[config.mk]
export PLATFORM = sky130hd
export DESIGN_NAME = instr_fetch_unit_flat
export DESIGN_NICKNAME = d
export VERILOG_FILES = /design/src/rtl/instr_fetch_unit_if.sv /design/src/rtl/instr_fetch_unit.sv /design/src/flat_wrapper.sv
export SDC_FILE = /design/constraint.sdc
export NUM_CORES = 1
export LEC_CHECK = 0
export CELL_PAD_IN_SITES_DETAIL_PLACEMENT = 1
export CELL_PAD_IN_SITES_GLOBAL_PLACEMENT = 2
export CORE_MARGIN = 2
export CORE_UTILIZATION = 30
export DETAILED_ROUTE_END_ITERATION = 10
export PLACE_DENSITY = 0.92
export SETUP_SLACK_MARGIN = 0.1
export SYNTH_ARGS = -nofsm -noshare
export SYNTH_HDL_FRONTEND = slang
export SYNTH_SLANG_ARGS = --single-unit
[constraint.sdc]
create_clock -name clk -period 6.5 [get_ports clk]
set_input_delay 0.975 -clock clk [delete_from_list [all_inputs] [get_ports clk]]
set_output_delay 0.975 -clock clk [all_outputs]
set_load 0.02 [all_outputs]
[src/rtl/instr_fetch_unit_if.sv]
// Fetch-unit bundle: imem request/grant/response, execute redirect, decode valid/ready.
// master = fetch unit side, slave = memory/core environment side.
interface instr_fetch_unit_if;
  logic        imem_req;
  logic [31:0] imem_addr;
  logic        imem_gnt;
  logic        imem_rvalid;
  logic [31:0] imem_rdata;
  logic        redirect_valid;
  logic [31:0] redirect_pc;
  logic        inst_valid;
  logic [31:0] inst_data;
  logic [31:0] inst_pc;
  logic        inst_ready;
  logic        misalign_err;

  modport master (
    output imem_req, imem_addr,
    input  imem_gnt, imem_rvalid, imem_rdata,
    input  redirect_valid, redirect_pc,
    output inst_valid, inst_data, inst_pc,
    input  inst_ready,
    output misalign_err
  );

  modport slave (
    input  imem_req, imem_addr,
    output imem_gnt, imem_rvalid, imem_rdata,
    output redirect_valid, redirect_pc,
    input  inst_valid, inst_data, inst_pc,
    output inst_ready,
    input  misalign_err
  );
endinterface

[src/rtl/instr_fetch_unit.sv]
// RV32I fetch front end: one outstanding imem request, one-entry decode buffer, redirect squash.
// Response lands in the buffer the cycle after rvalid; a new request issues only when the buffer is empty or draining.
module instr_fetch_unit #(
  parameter logic [31:0] RESET_PC = 32'h0000_0000
) (
  input  logic                  clk,
  input  logic                  reset,
  instr_fetch_unit_if.master    bus
);

  typedef enum logic [2:0] {IDLE, FETCH, WAIT, DROP, ERR} state_t;

  state_t      state, state_nxt;
  logic [31:0] pc, pc_nxt;
  logic [31:0] req_pc, req_pc_nxt;
  logic        inst_valid_q, inst_valid_nxt;
  logic [31:0] inst_data_q, inst_data_nxt;
  logic [31:0] inst_pc_q, inst_pc_nxt;
  logic        misalign_q, misalign_nxt;
  logic        req;
  logic        grant;
  logic        outstanding;

  assign req   = (state == FETCH) && (!inst_valid_q || bus.inst_ready);
  assign grant = req && bus.imem_gnt;

  assign bus.imem_req     = req;
  assign bus.imem_addr    = pc;
  assign bus.inst_valid   = inst_valid_q;
  assign bus.inst_data    = inst_data_q;
  assign bus.inst_pc      = inst_pc_q;
  assign bus.misalign_err = misalign_q;

  always_comb begin
    state_nxt      = state;
    pc_nxt         = pc;
    req_pc_nxt     = req_pc;
    inst_valid_nxt = inst_valid_q;
    inst_data_nxt  = inst_data_q;
    inst_pc_nxt    = inst_pc_q;
    misalign_nxt   = misalign_q;
    outstanding    = 1'b0;

    if (inst_valid_q && bus.inst_ready) inst_valid_nxt = 1'b0;

    case (state)
      IDLE: state_nxt = FETCH;
      FETCH: begin
        if (grant) begin
          req_pc_nxt  = pc;
          state_nxt   = WAIT;
          outstanding = 1'b1;
        end
      end
      WAIT: begin
        if (bus.imem_rvalid) begin
          inst_valid_nxt = 1'b1;
          inst_data_nxt  = bus.imem_rdata;
          inst_pc_nxt    = req_pc;
          pc_nxt         = req_pc + 32'd4;
          state_nxt      = FETCH;
        end else begin
          outstanding = 1'b1;
        end
      end
      DROP: begin
        if (bus.imem_rvalid) state_nxt = FETCH;
        else                 outstanding = 1'b1;
      end
      ERR:     inst_valid_nxt = 1'b0;
      default: state_nxt = IDLE;
    endcase

    // Redirect wins over everything above; a response arriving with it is thrown away.
    if (bus.redirect_valid && state != ERR) begin
      inst_valid_nxt = 1'b0;
      inst_data_nxt  = inst_data_q;
      inst_pc_nxt    = inst_pc_q;
      if (bus.redirect_pc[1:0] != 2'b00) begin
        misalign_nxt = 1'b1;
        pc_nxt       = pc;
        state_nxt    = ERR;
      end else begin
        pc_nxt    = bus.redirect_pc;
        state_nxt = outstanding ? DROP : FETCH;
      end
    end
  end

  always_ff @(posedge clk or posedge reset) begin
    if (reset) state <= IDLE;
    else       state <= state_nxt;
  end

  always_ff @(posedge clk or posedge reset) begin
    if (reset) begin
      pc           <= RESET_PC;
      req_pc       <= RESET_PC;
      inst_valid_q <= 1'b0;
      inst_data_q  <= 32'h0;
      inst_pc_q    <= 32'h0;
      misalign_q   <= 1'b0;
    end else begin
      pc           <= pc_nxt;
      req_pc       <= req_pc_nxt;
      inst_valid_q <= inst_valid_nxt;
      inst_data_q  <= inst_data_nxt;
      inst_pc_q    <= inst_pc_nxt;
      misalign_q   <= misalign_nxt;
    end
  end

endmodule

[src/flat_wrapper.sv]
// flat-port wrapper written by rule: the top's interface ports become plain ports
module instr_fetch_unit_flat 
#(
  parameter logic [31:0] RESET_PC = 32'h0000_0000
)
  (clk, reset, bus_imem_req, bus_imem_addr, bus_imem_gnt, bus_imem_rvalid, bus_imem_rdata, bus_redirect_valid, bus_redirect_pc, bus_inst_valid, bus_inst_data, bus_inst_pc, bus_inst_ready, bus_misalign_err);
  instr_fetch_unit_if bus_i ();
  input  logic clk;
  input  logic reset;
  output wire logic [$bits(bus_i.imem_req)-1:0] bus_imem_req;
  output wire logic [$bits(bus_i.imem_addr)-1:0] bus_imem_addr;
  input wire logic [$bits(bus_i.imem_gnt)-1:0] bus_imem_gnt;
  input wire logic [$bits(bus_i.imem_rvalid)-1:0] bus_imem_rvalid;
  input wire logic [$bits(bus_i.imem_rdata)-1:0] bus_imem_rdata;
  input wire logic [$bits(bus_i.redirect_valid)-1:0] bus_redirect_valid;
  input wire logic [$bits(bus_i.redirect_pc)-1:0] bus_redirect_pc;
  output wire logic [$bits(bus_i.inst_valid)-1:0] bus_inst_valid;
  output wire logic [$bits(bus_i.inst_data)-1:0] bus_inst_data;
  output wire logic [$bits(bus_i.inst_pc)-1:0] bus_inst_pc;
  input wire logic [$bits(bus_i.inst_ready)-1:0] bus_inst_ready;
  output wire logic [$bits(bus_i.misalign_err)-1:0] bus_misalign_err;
  assign bus_imem_req = bus_i.imem_req;
  assign bus_imem_addr = bus_i.imem_addr;
  assign bus_i.imem_gnt = bus_imem_gnt;
  assign bus_i.imem_rvalid = bus_imem_rvalid;
  assign bus_i.imem_rdata = bus_imem_rdata;
  assign bus_i.redirect_valid = bus_redirect_valid;
  assign bus_i.redirect_pc = bus_redirect_pc;
  assign bus_inst_valid = bus_i.inst_valid;
  assign bus_inst_data = bus_i.inst_data;
  assign bus_inst_pc = bus_i.inst_pc;
  assign bus_i.inst_ready = bus_inst_ready;
  assign bus_misalign_err = bus_i.misalign_err;
  instr_fetch_unit #(.RESET_PC(RESET_PC)) u_core (.clk(clk), .reset(reset), .bus(bus_i));
endmodule
# ---- Word level (Yosys, flattened, before mapping)
# Cells that the tools add are included.
dict set report totals {
  in_bits 70
  output_inout_bits 99
  word_cells 51
  ff_bits 133
}
dict set report classes {
  n_eq_ne 9
  bitwise 1
  n_addsub 1
  n_reduce_logical 16
  muxes 17
}
# cell n
set op_table {}
lappend op_table {{32-bit two-way mux} 4}
lappend op_table {{32-bit by 3-bit adder with 32-bit output (second input constant)} 1}
lappend op_table {{3-bit two-way mux} 4}
lappend op_table {{3-bit one-hot mux with 4 select lines} 1}
lappend op_table {{3-bit AND reduction} 3}
lappend op_table {{3-bit by 2-bit == test with 1-bit output (second input constant)} 2}
lappend op_table {{2-bit nonzero test} 3}
lappend op_table {{1-bit two-way mux} 5}
lappend op_table {{1-bit logical AND} 4}
lappend op_table {{1-bit one-hot mux with 2 select lines} 2}
lappend op_table {{2-bit AND reduction} 2}
lappend op_table {{3-bit by 1-bit == test with 1-bit output (second input constant)} 1}
lappend op_table {{3-bit == test (second input constant)} 1}
lappend op_table {{3-bit logical NOT} 1}
lappend op_table {{3-bit by 1-bit != test with 1-bit output (second input constant)} 1}
lappend op_table {{3-bit by 2-bit != test with 1-bit output (second input constant)} 1}
lappend op_table {{3-bit != test (second input constant)} 1}
lappend op_table {{2-bit two-way mux} 1}
lappend op_table {{2-bit by 1-bit != test with 1-bit output (second input constant)} 1}
lappend op_table {{2-bit != test (second input constant)} 1}
lappend op_table {{2-bit OR reduction} 1}
lappend op_table {{1-bit logical NOT} 1}
lappend op_table {{1-bit logical OR} 1}
lappend op_table {{1-bit NOT} 1}

# ---- Logic depth before layout (Yosys ltp)
dict set report logic_depth {
  depth_word 9
  depth_mapped 8
}

# ---- Worst setup path after synthesis
# OpenSTA, ideal clock, no wires.
dict set report synth_path {
  kind {input to output}
  startpoint {input port bus_inst_ready}
  endpoint {output port bus_imem_req}
  setup_slack_ps 3814
  arrival_ps 1711
  stages 2
  cell_sequence {nor2b_1 nor4_1}
}
dict set report synth_between {
  elab_chain_cells 2
}
# item line_no
set synth_rtl {}
lappend synth_rtl {{start: declaration} flat_wrapper.sv:20} ;# input wire logic [$bits(bus_i.inst_ready)-1:0] bus_inst_ready;
lappend synth_rtl {{1-bit logical OR} instr_fetch_unit.sv:24} ;# assign req = (state == FETCH) && (!inst_valid_q || bus.inst_ready);
lappend synth_rtl {{1-bit logical AND} instr_fetch_unit.sv:24}
lappend synth_rtl {{end: declaration} flat_wrapper.sv:10} ;# output wire logic [$bits(bus_i.imem_req)-1:0] bus_imem_req;
# Every way passes these cells.

# ---- Worst setup path in the final report
# Ends and elaborated chain as after synthesis.

==> metrics.md <==
| Metric | Value |
|---|---|
| Outcome | finished, final reports clean |
| Worst skew pair latency | between 0.4 and 0.5 ns |
| Reg area | 3330 um2 |
| Largest net degree at the start of global routing | 88 |
| Drt total wl | 17.1 mm |
| DR pass1 iterations | 4 |
| TritonCTS clock tree | yes |
| Req. time, crit path | 5.52 ns |
| Unrepaired setup endpoints after global routing | no |
| I/O Pins | 169 |
| Mean Syn Cell Area | 9.87 um2 |
| CP max stage delay | 0.70 ns |
| CTS Sinks | around 130 |
| Core region area | approximately 19000 um2 |
| Hold WS | roughly 0.47 ns |
| Post-CTS setup buffer count | 0 |
| I/O Buffers | 168 |
| Synth area leaders | dfrtp_1 57%, nand2_1 14%, mux2_2 6.2% |
| Final worst slack | 2.99 ns |
| Crit path DAT | 2.54 ns |
| Worst setup EP type | primary output |
| Final setup fails | 0 |
| Seq/Total Area, Yosys | 0.572 |
| Pleak | 0.00375 uW |
| CTS Buf Count | 17 |
| H-tree depth | 4 |
| Hold WC Path Type | reg2reg |
| Fillers | 2133 |
| Commonest cells after routing, fill and taps aside | 211 x nand2_1, 168 x clkdlybuf4s50_1, 133 x dfrtp_1 |
| DRC viols | 0 |
| HPWL Detailed | 11.5 mm |
| Initial drt markers | 225 |
| Cell Pwr Density | 436 nW/um2 |
| Nets | 817 |
| Final Hold Fails | 0 |
| Syn Nets | approximately 660 |
| Total number of vias | approximately 4700 |
| Core Util, Final | 0.436 |
| Cell accounting for the most synthesized area | dfrtp_1 |
| CTS root buf | clkbuf_16 |
| Setup Crit Path Kind | in2out |
| GRT overflow | 0 |
| Netlist Area Pre-Place | slightly below 6000 um2 |
| Die Area | 20500 um2 |
| Max Freq | 285 MHz |
| Placement Setup Slack | 2.80 ns |
| Post-synth cell types | 41 |
| First-pass GRT wire length | approximately 27 mm |
| Post-route clock skew | 0.00999 ns |
| Worst-path fanout max | 3 |
| Max VDD drop | 0.194 mV |
| Initial Util | 0.308 |
| Routed len/inst | 16.8 um |
| Vias in the first global route | 5073 |
| Flops & latches, synth | 133 |
| Total GRT Usage | 0.174 |
| Hold_buf cts | 0 |
| Site Rows | 50 |
| Vias per cell | 4.65 |
| Die W | 143 um |
| Fin Setup TNS | 0 ns |
| Most used cell along the critical path | clkdlybuf4s50_1 |
| Yosys warning count | 0 |
| Clock-pin slew on the worst setup and hold paths | 0.05 ns |
| Final ANT Viol Nets | 0 |
| Rel. slew slack | 0.297 |
| Setup crit start kind | input port |
| Period utilization | 0.540 |
| Area of the multi-input gates | between 2000 and 2500 um2 |
| Max-cap violation count | 0 |
| Bufs on Longest Clock Path | 2 |
| Slew Viols, Final | 0 |
| Post-route cell area | 8230 um2 |
| Pin slew with the least headroom to its limit | 1.05 ns |
| Placed Area | 7710 um2 |
| Slowest CP cell | clkdlybuf4s50_1 |
| Cts repair resizes | 0 |
| Die Height | 143 um |
| Final Critical Period | 3.51 ns |
| P&R area growth vs syn | 41.4% |
| Top-area cell type share of the netlist area | 0.572 |
| CP Cell Sequence | clkdlybuf4s50_1 -> nor2b_1 -> nor4_1 -> clkdlybuf4s50_1 |
| Share of layout cells above drive strength 1 | 0.0898 |
| GP Congestion | about 0.77 |
| Commonest non-fill, non-tap cell in the layout | nand2_1 |
| Inserted Diodes | 0 |
| Initial antenna violation count | 0 |
| Cells after Synth | 590 |
-- final cells by class --
class                   instances  share of cell area
clock inverters                 4             0.00274
clock buffers                  26              0.0606
multi-input cells             418               0.283
flip-flops and latches        133               0.404
inverters                       6             0.00334
well taps                     260              0.0395
repair buffers                170               0.206
-- worst paths after layout --
check | start | end | slack [ns] | cells after the start
worst max register to register | u_core.state[1] | u_core.bus.imem_addr[29] | 3.93 | 5
max in group asynchronous | reset | u_core.req_pc[31] | 4.24 | 3
worst min register to register | u_core.bus.inst_data[12] | u_core.bus.inst_data[12] | 0.47 | 2
worst max-delay path | bus_inst_ready | bus_imem_req | 2.99 | 4
worst min-delay path | u_core.bus.inst_data[12] | u_core.bus.inst_data[12] | 0.47 | 2
min in group asynchronous | reset | u_core.bus.inst_data[22] | 1.10 | 2
-- worst max-delay path, delay by kind of cell --
family                 cells  cell delay, ns
AND/OR/NAND/NOR            2            0.41
buffers and inverters      2            1.16
-- metrics by stage --
stage,instances,power (uW)
floorplan,590,2090
global placement,987,2720
detailed placement,987,2760
CTS,1017,3640
global route,1017,3830
finish,1017,3590
-- power breakdown --
part / switching, uW / leakage [uW] / total, uW / internal [uW]
clock network: 337 / 0.000256 / 859 / 522
logic: 665 / 0.00177 / 1320 / 651
registers: 285 / 0.00173 / 1420 / 1130
total: 1290 / 0.00375 / 3590 / 2300
-- layer usage --
| metal | routed length [um] | share of wire | GRT usage | vias to the layer above |
|---|---|---|---|---|
| met2 | 7870 | 0.46 | 0.273 | 129 |
| met3 | 1110 | 0.065 | 0.0573 | 12 |
| li1 | - | - | - | 2276 |
| met1 | 7970 | 0.47 | 0.234 | 2317 |
| met5 | 0 | 0 | 0 | - |
| met4 | 153 | 0.0089 | 0.0428 | 0 |
-- cells by family (layout without fill, tap and decap cells) --
family,count (synthesis),after routing,synth area share
compound gates,76,76,0.0776
flops,133,133,0.572
fa+ha+maj,1,1,0.00215
mux,45,45,0.0843
simple gates,272,272,0.198
buf+inv,39,206,0.0303
xor+xnor,24,24,0.0361
-- cell usage after synthesis --
library cell,instances
nand3b_1,1
o21ai_0,31
o21a_1,2
a32o_1,3
nor2_1,16
mux2_2,32
nor4_4,1
nand4_1,8
or3b_1,1
nor4_1,5
nand3_1,9
a21o_1,3
buf_1,5
nor3_1,5
dfrtp_1,133
nor3b_1,1
mux2i_1,13
clkbuf_1,16
o21bai_1,1
or2_2,1
and3_1,2
buf_2,9
nand2_1,212
buf_4,1
xor2_1,16
nor2_4,1
nor2b_1,2
o221ai_1,1
xnor2_1,8
o311ai_0,1
o22ai_1,7
a222oi_1,1
inv_1,6
a22oi_1,8
and2_1,3
o21ai_1,1
a21oi_1,17
ha_1,1
nand3_2,2
and4_1,2
buf_6,2
-- flip-flops by register name, summed over array words and instances, names as in the netlist --
register                 flops
u_core.bus.imem_addr        32
u_core.bus.inst_pc          32
u_core.bus.inst_valid        1
u_core.bus.misalign_err      1
u_core.req_pc               32
u_core.bus.inst_data        32
u_core.state                 3
Note: power is estimated with default switching activity, not from simulation.
